`src/rtl/i2s_audio_sequencer.sv`:
```
// I2S DAC / headphone-amp sequencer: BCK/WS/DIN generation from clk32, a one-pair holding
// buffer, and pop-free amplifier power sequencing with a linear per-frame gain ramp.
module i2s_audio_sequencer #(
  parameter int CLK_HZ    = 32000000,
  parameter int SAMPLE_HZ = 24000,
  parameter int PA_DELAY  = 64
) (
  input  logic        clk32,
  input  logic        reset_n,
  input  logic        enable,
  input  logic        mono,
  input  logic        s_valid,
  output logic        s_ready,
  input  logic [15:0] s_left,
  input  logic [15:0] s_right,
  output logic        hp_bck,
  output logic        hp_ws,
  output logic        hp_din,
  output logic        pa_en,
  output logic        active,
  output logic        underrun
);
  localparam int DIV = CLK_HZ / (SAMPLE_HZ * 64);
  localparam int CW  = (DIV > 1) ? $clog2(DIV) : 1;
  localparam int FW  = (PA_DELAY > 1) ? $clog2(PA_DELAY) : 1;
  localparam logic [CW-1:0] C_LAST = CW'(DIV - 1);
  localparam logic [FW-1:0] F_LAST = FW'(PA_DELAY - 1);

  typedef enum logic [2:0] {
    ST_OFF       = 3'd0,
    ST_PA_WAIT   = 3'd1,
    ST_RAMP_UP   = 3'd2,
    ST_RUN       = 3'd3,
    ST_RAMP_DOWN = 3'd4
  } state_e;

  // Signed 16 x unsigned 9-bit gain, 25-bit product, arithmetic shift by 8, truncate to 16.
  function automatic logic [15:0] scale(input logic [15:0] x, input logic [8:0] g);
    logic signed [24:0] xe;
    logic signed [24:0] ge;
    logic signed [24:0] p;
    xe = 25'($signed(x));
    ge = 25'($signed({1'b0, g}));
    p  = xe * ge;
    return 16'(p >>> 8);
  endfunction

  function automatic logic [15:0] mono_avg(input logic [15:0] l, input logic [15:0] r);
    logic signed [16:0] sum;
    sum = 17'($signed(l)) + 17'($signed(r));
    return 16'(sum >>> 1);
  endfunction

  state_e          state_q, state_d;
  logic [CW-1:0]   c_q, c_d;
  logic [FW-1:0]   fc_q, fc_d;
  logic [4:0]      slot_q, slot_d;
  logic [8:0]      gain_q, gain_d;
  logic            bck_q, bck_d, ws_q, ws_d, din_q, din_d;
  logic            hold_full_q, hold_full_d;
  logic [15:0]     hold_l_q, hold_l_d, hold_r_q, hold_r_d;
  logic [15:0]     pair_l_q, pair_l_d, pair_r_q, pair_r_d;
  logic [15:0]     frame_l_q, frame_l_d, frame_r_q, frame_r_d;
  logic            pa_en_q, pa_en_d, active_q, active_d, underrun_q, underrun_d;
  logic            s_ready_q, s_ready_d;
  logic            accept, running, tick, fall, boundary;
  logic [15:0]     src_l, src_r;
  logic [31:0]     frame_word;

  // Next-state, bit timing, frame latch and handshake logic.
  always_comb begin
    state_d     = state_q;
    c_d         = c_q;
    fc_d        = fc_q;
    slot_d      = slot_q;
    gain_d      = gain_q;
    bck_d       = bck_q;
    ws_d        = ws_q;
    din_d       = din_q;
    hold_full_d = hold_full_q;
    hold_l_d    = hold_l_q;
    hold_r_d    = hold_r_q;
    pair_l_d    = pair_l_q;
    pair_r_d    = pair_r_q;
    frame_l_d   = frame_l_q;
    frame_r_d   = frame_r_q;
    underrun_d  = 1'b0;

    accept   = s_valid & s_ready_q;
    running  = (state_q != ST_OFF) && !((state_q == ST_PA_WAIT) && !enable);
    tick     = (c_q == C_LAST);
    fall     = tick & bck_q;
    boundary = running & fall & (slot_q == 5'd31);

    if (mono) begin
      src_l = mono_avg(hold_l_q, hold_r_q);
      src_r = src_l;
    end else begin
      src_l = hold_l_q;
      src_r = hold_r_q;
    end

    case (state_q)
      ST_OFF: begin
        if (enable) state_d = ST_PA_WAIT;
        else        state_d = ST_OFF;
      end
      ST_PA_WAIT: begin
        if (!enable) begin
          state_d = ST_OFF;
          fc_d    = '0;
        end else if (boundary) begin
          if (fc_q == F_LAST) begin
            state_d = ST_RAMP_UP;
            fc_d    = '0;
          end else begin
            fc_d = fc_q + FW'(1);
          end
        end else begin
          fc_d = fc_q;
        end
      end
      ST_RAMP_UP: begin
        if (!boundary) begin
          state_d = ST_RAMP_UP;
        end else if (!enable) begin
          state_d = ST_RAMP_DOWN;
        end else if (gain_q >= 9'd255) begin
          gain_d  = 9'd256;
          state_d = ST_RUN;
        end else begin
          gain_d = gain_q + 9'd1;
        end
      end
      ST_RUN: begin
        if (boundary && !enable) state_d = ST_RAMP_DOWN;
        else                     state_d = ST_RUN;
      end
      ST_RAMP_DOWN: begin
        if (!boundary) begin
          state_d = ST_RAMP_DOWN;
        end else if (enable) begin
          state_d = ST_RAMP_UP;
        end else if (gain_q <= 9'd1) begin
          gain_d  = 9'd0;
          state_d = ST_OFF;
        end else begin
          gain_d = gain_q - 9'd1;
        end
      end
      default: state_d = ST_OFF;
    endcase

    // An accept coinciding with the boundary refills holding after the old content is taken.
    if (boundary) begin
      if (hold_full_q) begin
        pair_l_d    = src_l;
        pair_r_d    = src_r;
        hold_full_d = 1'b0;
      end else begin
        underrun_d = (state_q == ST_RUN);
      end
      frame_l_d = scale(pair_l_d, gain_d);
      frame_r_d = scale(pair_r_d, gain_d);
    end else begin
      frame_l_d = frame_l_q;
      frame_r_d = frame_r_q;
    end
    frame_word = {frame_l_d, frame_r_d};

    if ((state_q == ST_OFF) || (state_d == ST_OFF)) begin
      c_d         = '0;
      bck_d       = 1'b0;
      slot_d      = 5'd0;
      ws_d        = 1'b0;
      din_d       = 1'b0;
      hold_full_d = 1'b0;
    end else begin
      if (tick) begin
        c_d   = '0;
        bck_d = ~bck_q;
      end else begin
        c_d = c_q + CW'(1);
      end
      if (accept) begin
        hold_l_d    = s_left;
        hold_r_d    = s_right;
        hold_full_d = 1'b1;
      end else begin
        hold_l_d = hold_l_q;
      end
      if (fall) begin
        slot_d = slot_q + 5'd1;
        ws_d   = (slot_d >= 5'd15) && (slot_d <= 5'd30);
        din_d  = frame_word[5'd31 - slot_d] & (state_d != ST_PA_WAIT);
      end else begin
        slot_d = slot_q;
      end
    end

    s_ready_d = ~hold_full_d;
    pa_en_d   = (state_d != ST_OFF);
    active_d  = (state_d == ST_RUN);
  end

  // State and output registers with synchronous active-low reset.
  always_ff @(posedge clk32) begin
    if (!reset_n) begin
      state_q     <= ST_OFF;
      c_q         <= '0;
      fc_q        <= '0;
      slot_q      <= 5'd0;
      gain_q      <= 9'd0;
      bck_q       <= 1'b0;
      ws_q        <= 1'b0;
      din_q       <= 1'b0;
      hold_full_q <= 1'b0;
      hold_l_q    <= 16'd0;
      hold_r_q    <= 16'd0;
      pair_l_q    <= 16'd0;
      pair_r_q    <= 16'd0;
      frame_l_q   <= 16'd0;
      frame_r_q   <= 16'd0;
      pa_en_q     <= 1'b0;
      active_q    <= 1'b0;
      underrun_q  <= 1'b0;
      s_ready_q   <= 1'b0;
    end else begin
      state_q     <= state_d;
      c_q         <= c_d;
      fc_q        <= fc_d;
      slot_q      <= slot_d;
      gain_q      <= gain_d;
      bck_q       <= bck_d;
      ws_q        <= ws_d;
      din_q       <= din_d;
      hold_full_q <= hold_full_d;
      hold_l_q    <= hold_l_d;
      hold_r_q    <= hold_r_d;
      pair_l_q    <= pair_l_d;
      pair_r_q    <= pair_r_d;
      frame_l_q   <= frame_l_d;
      frame_r_q   <= frame_r_d;
      pa_en_q     <= pa_en_d;
      active_q    <= active_d;
      underrun_q  <= underrun_d;
      s_ready_q   <= s_ready_d;
    end
  end

  assign s_ready  = s_ready_q;
  assign hp_bck   = bck_q;
  assign hp_ws    = ws_q;
  assign hp_din   = din_q;
  assign pa_en    = pa_en_q;
  assign active   = active_q;
  assign underrun = underrun_q;
endmodule

```
`config.mk`:
```
export PLATFORM = sky130hd
export DESIGN_NAME = i2s_audio_sequencer
export DESIGN_NICKNAME = d
export VERILOG_FILES = /design/src/rtl/i2s_audio_sequencer.sv
export SDC_FILE = /design/constraint.sdc
export NUM_CORES = 1
export LEC_CHECK = 0
export CAP_MARGIN = 10
export CORE_MARGIN = 2
export CORE_UTILIZATION = 59
export CTS_CLUSTER_DIAMETER = 40
export DETAILED_ROUTE_END_ITERATION = 10
export PLACE_DENSITY = 0.89
export SLEW_MARGIN = 25
export SYNTH_ARGS = -nofsm -noshare
export SYNTH_HDL_FRONTEND = slang
export SYNTH_SLANG_ARGS = --single-unit
```
`constraint.sdc`:
```
create_clock -name clk32 -period 9.8 [get_ports clk32]
set_input_delay 1.96 -clock clk32 [delete_from_list [all_inputs] [get_ports clk32]]
set_output_delay 1.96 -clock clk32 [all_outputs]
set_load 0.005 [all_outputs]
```
==> results.json <==
{
  "synth_fp_nets": 2492,
  "power.switching_w": 0.000317,
  "cts_buffers": 17,
  "synthDistinctLibCells": 82,
  "hold_path_end": "frame_l_q[12]$_SDFF_PN0_",
  "clkSlewWorstSetupHoldPaths_ns": 0.07,
  "p_per_area_nw_per_um2": 67.2,
  "dieArea_um2": 29900,
  "post_drt_wl_per_cell_um": 18.0,
  "final_common_cell": "nand2_1",
  "grt_usage": 0.315,
  "cts-root-buf": "clkbuf_16",
  "crit_type": "in -> reg",
  "grt_pass1_vias": 15900,
  "synth_edf_count": 0,
  "nets": 2544,
  "stdcell_count": 2546,
  "io_buffers": 43,
  "tns_ns": 0,
  "slew_violations": 0,
  "layout_common_cells": "297 x nand2_1, 288 x nor2_1, 275 x inv_1, 229 x fa_1, 150 x a21oi_1",
  "crit_top_cell": "fa_1",
  "grt_first_pass_wirelength_mm": 76.1,
  "drtIter0Drc": 1336,
  "yosys_warnings": 0,
  "synth.avg_cell_area_um2": 8.00,
  "num_io_pins": 44,
  "max_freq_ghz": 0.108,
  "worst_setup_path_end_kind": "flip-flop",
  "fin_worst_skew_ns": 0.0119,
  "ys_seq_area_frac": 0.157,
  "hp-class": "reg -> reg",
  "p_leak_nw": 8.66,
  "p_clk_frac": 0.520,
  "run_status": "finished, final reports clean",
  "synthArstFlopShare": 0,
  "rows": 61,
  "timing_worst_slew_pin_value_ns": 0.976,
  "dp.cells": 2511,
  "grt_max_degree": 72,
  "cp_slowest_cell": "fa_1",
  "via_per_inst": 5.96,
  "final_antenna_net_count": 0,
  "syn_inst": 2102,
  "clk_latency_ns": 0.44,
  "finalCritPeriodShare": 0.941,
  "min_path_cells": 2,
  "r2r_start": "slot_q[0]$_SDFFE_PP0N_",
  "num_vias": 15200,
  "reg2reg_to": "hp_din$_SDFFE_PP0N_",
  "die_h_um": 173,
  "cap_violations": 0,
  "coreArea_um2": 27900,
  "antenna_found_initial": 0,
  "use_met1": 0.372,
  "drc": 0,
  "finalCriticalPeriod_ns": 9.22,
  "setup_viol": 0,
  "power_frac_seq": 0.432,
  "cpPeakStageDelay_ns": 0.59,
  "start_util": 0.602,
  "grtUsageMet3": 0.0594,
  "cts_hold_buf": 0,
  "cts_buffer_depth": 2,
  "die_w_um": 173,
  "cts.htree.levels": 4,
  "required_ns": 10.15,
  "drive_above_1_share": 0.0789,
  "synth_flop_cell": "dfxtp_1",
  "firstDrtPassIters": 7,
  "start_kind": "input pin",
  "overflow": 0,
  "switching_share": 0.252,
  "met2_usage": 0.529,
  "cp_max_fo": 12,
  "gp_congestion": 0.947,
  "relSlewSlack": 0.347,
  "area_delta_synth_final_pct": 11.2,
  "r2r_setup_slack_ns": 0.78,
  "cts_tree": "yes",
  "ir_drop_mv": 0.0982,
  "ys_ff_latch": 132,
  "busiest_layer": "met2",
  "rsz0062_at_grt": "no",
  "crit_arrival_ns": 9.58,
  "hold_start": "frame_l_q[12]$_SDFF_PN0_",
  "syn-cell-area_um2": 16800,
  "clock_sinks": 132,
  "reg2reg_depth": 36,
  "pwr-share-comb": 0.048,
  "final_util": 0.669,
  "drt-total-wl_mm": 45.8,
  "intPower_w": 0.000940,
  "timing.hold.ws_ns": 0.455,
  "hold_viol": 0,
  "dp_hpwl_mm": 35.4
}
-- registers in the layout, indices dropped and copies added (netlist names) --
name and count:
pair_r_q 16, fc_q 6, hold_l_q 16, hp_ws 1, hp_bck 1, slot_q 5
hp_din 1, gain_q 9, active 1, pair_l_q 16, s_ready 1, underrun 1
c_q 5, hold_full_q 1, frame_l_q 16, state_q 3, pa_en 1, frame_r_q 16
hold_r_q 16
-- power groups by stage --
stage,registers (W),clock network (W),logic (W)
2_1_floorplan,0.000553,0,0.0000307
3_3_place_gp,0.000554,0,0.0000569
5_1_grt,0.000542,0.000681,0.0000646
3_5_place_dp,0.000554,0,0.0000582
4_1_cts,0.000542,0.000657,0.0000586
6_report,0.000542,0.000654,0.0000602
-- critical path, delay by kind of cell --
| family | cells | cell delay, ns |
|---|---|---|
| buffers and inverters | 10 | 1.34 |
| XOR/XNOR | 2 | 0.24 |
| adder cells (fa/ha/maj) | 6 | 2.91 |
| AND/OR/NAND/NOR | 7 | 0.95 |
| AO/OA/AOI/OAI | 10 | 2.16 |
-- stage by stage --
step                      cell area (µm²)  setup slack [ns]  total power [W]
final                               18700             0.577          0.00126
after global routing                18700             0.239          0.00129
after CTS                           18600             0.259          0.00126
after detailed placement            18100           -0.0741         0.000612
after global placement              18100            0.0860         0.000611
after floorplan                     16800             0.580         0.000584
-- area by class of cell --
class,count,area (µm²)
inverters,277,1040
flip-flops and latches,132,2640
multi-input cells,1596,12800
repair buffers,130,1120
fillers,2186,9230
well taps,378,473
diodes,1,2.50
clock inverters,15,158
clock buffers,17,425
-- kinds of logic after synthesis --
| kind of cell | after synthesis | share of synthesized area |
|---|---|---|
| simple gates | 783 | 0.203 |
| buf+inv | 374 | 0.0850 |
| flops | 132 | 0.157 |
| compound gates | 374 | 0.140 |
| fa+ha+maj | 353 | 0.365 |
| mux | 20 | 0.0152 |
| xor+xnor | 66 | 0.0344 |
-- worst max-delay path by stage --
stage | from | endpoint | slack [ns] | cells after the start
CTS | enable | hp_din$_SDFFE_PP0N_ | 0.26 | 29
global placement | enable | hp_din$_SDFFE_PP0N_ | 0.09 | 30
finish | enable | hp_din$_SDFFE_PP0N_ | 0.58 | 35
detailed placement | enable | hp_din$_SDFFE_PP0N_ | -0.07 | 28
floorplan | enable | hp_din$_SDFFE_PP0N_ | 0.58 | 36
global route | enable | hp_din$_SDFFE_PP0N_ | 0.24 | 34
-- cell usage after synthesis (all sizes together) (6+ instances only) --
master  count  area [µm²]
and3       13        81.3
o21bai      6        45.0
o22ai      10        62.6
nor2b      15        93.8
dfxtp     132        2640
a21o       26         195
xnor2      47         412
mux2i      12         120
a211oi     16         120
a31oi      15        93.8
o31ai      12         114
or2        12        75.1
xor2       19         166
nor4        6        37.5
nand2b     26         163
a21boi     11        82.6
o21ai      69         349
nor2      288        1080
inv       276        1040
nor3       20         110
clkbuf     82         309
nand3      39         200
nand4      10        62.6
ha        124        1550
o211ai      6        50.1
a21oi     151         759
buf        15        80.1
and2       26         163
fa        229        4580
or3         9        56.3
nand2     297        1110
o21a        9        67.6
-- timing repair --
action,in CTS,in global routing
endpoints found under the setup margin,0,1
endpoints found under the hold margin,0,0
setup buffers,0,2
resized for setup,0,9
-- per-layer routing --
| metal | wire length (µm) | up-vias |
|---|---|---|
| met5 | 0 | - |
| met4 | 2870 | 0 |
| met3 | 3740 | 202 |
| met2 | 21600 | 732 |
| met1 | 17600 | 7358 |
| li1 | - | 6891 |
Power figures use the tool's default switching activity.
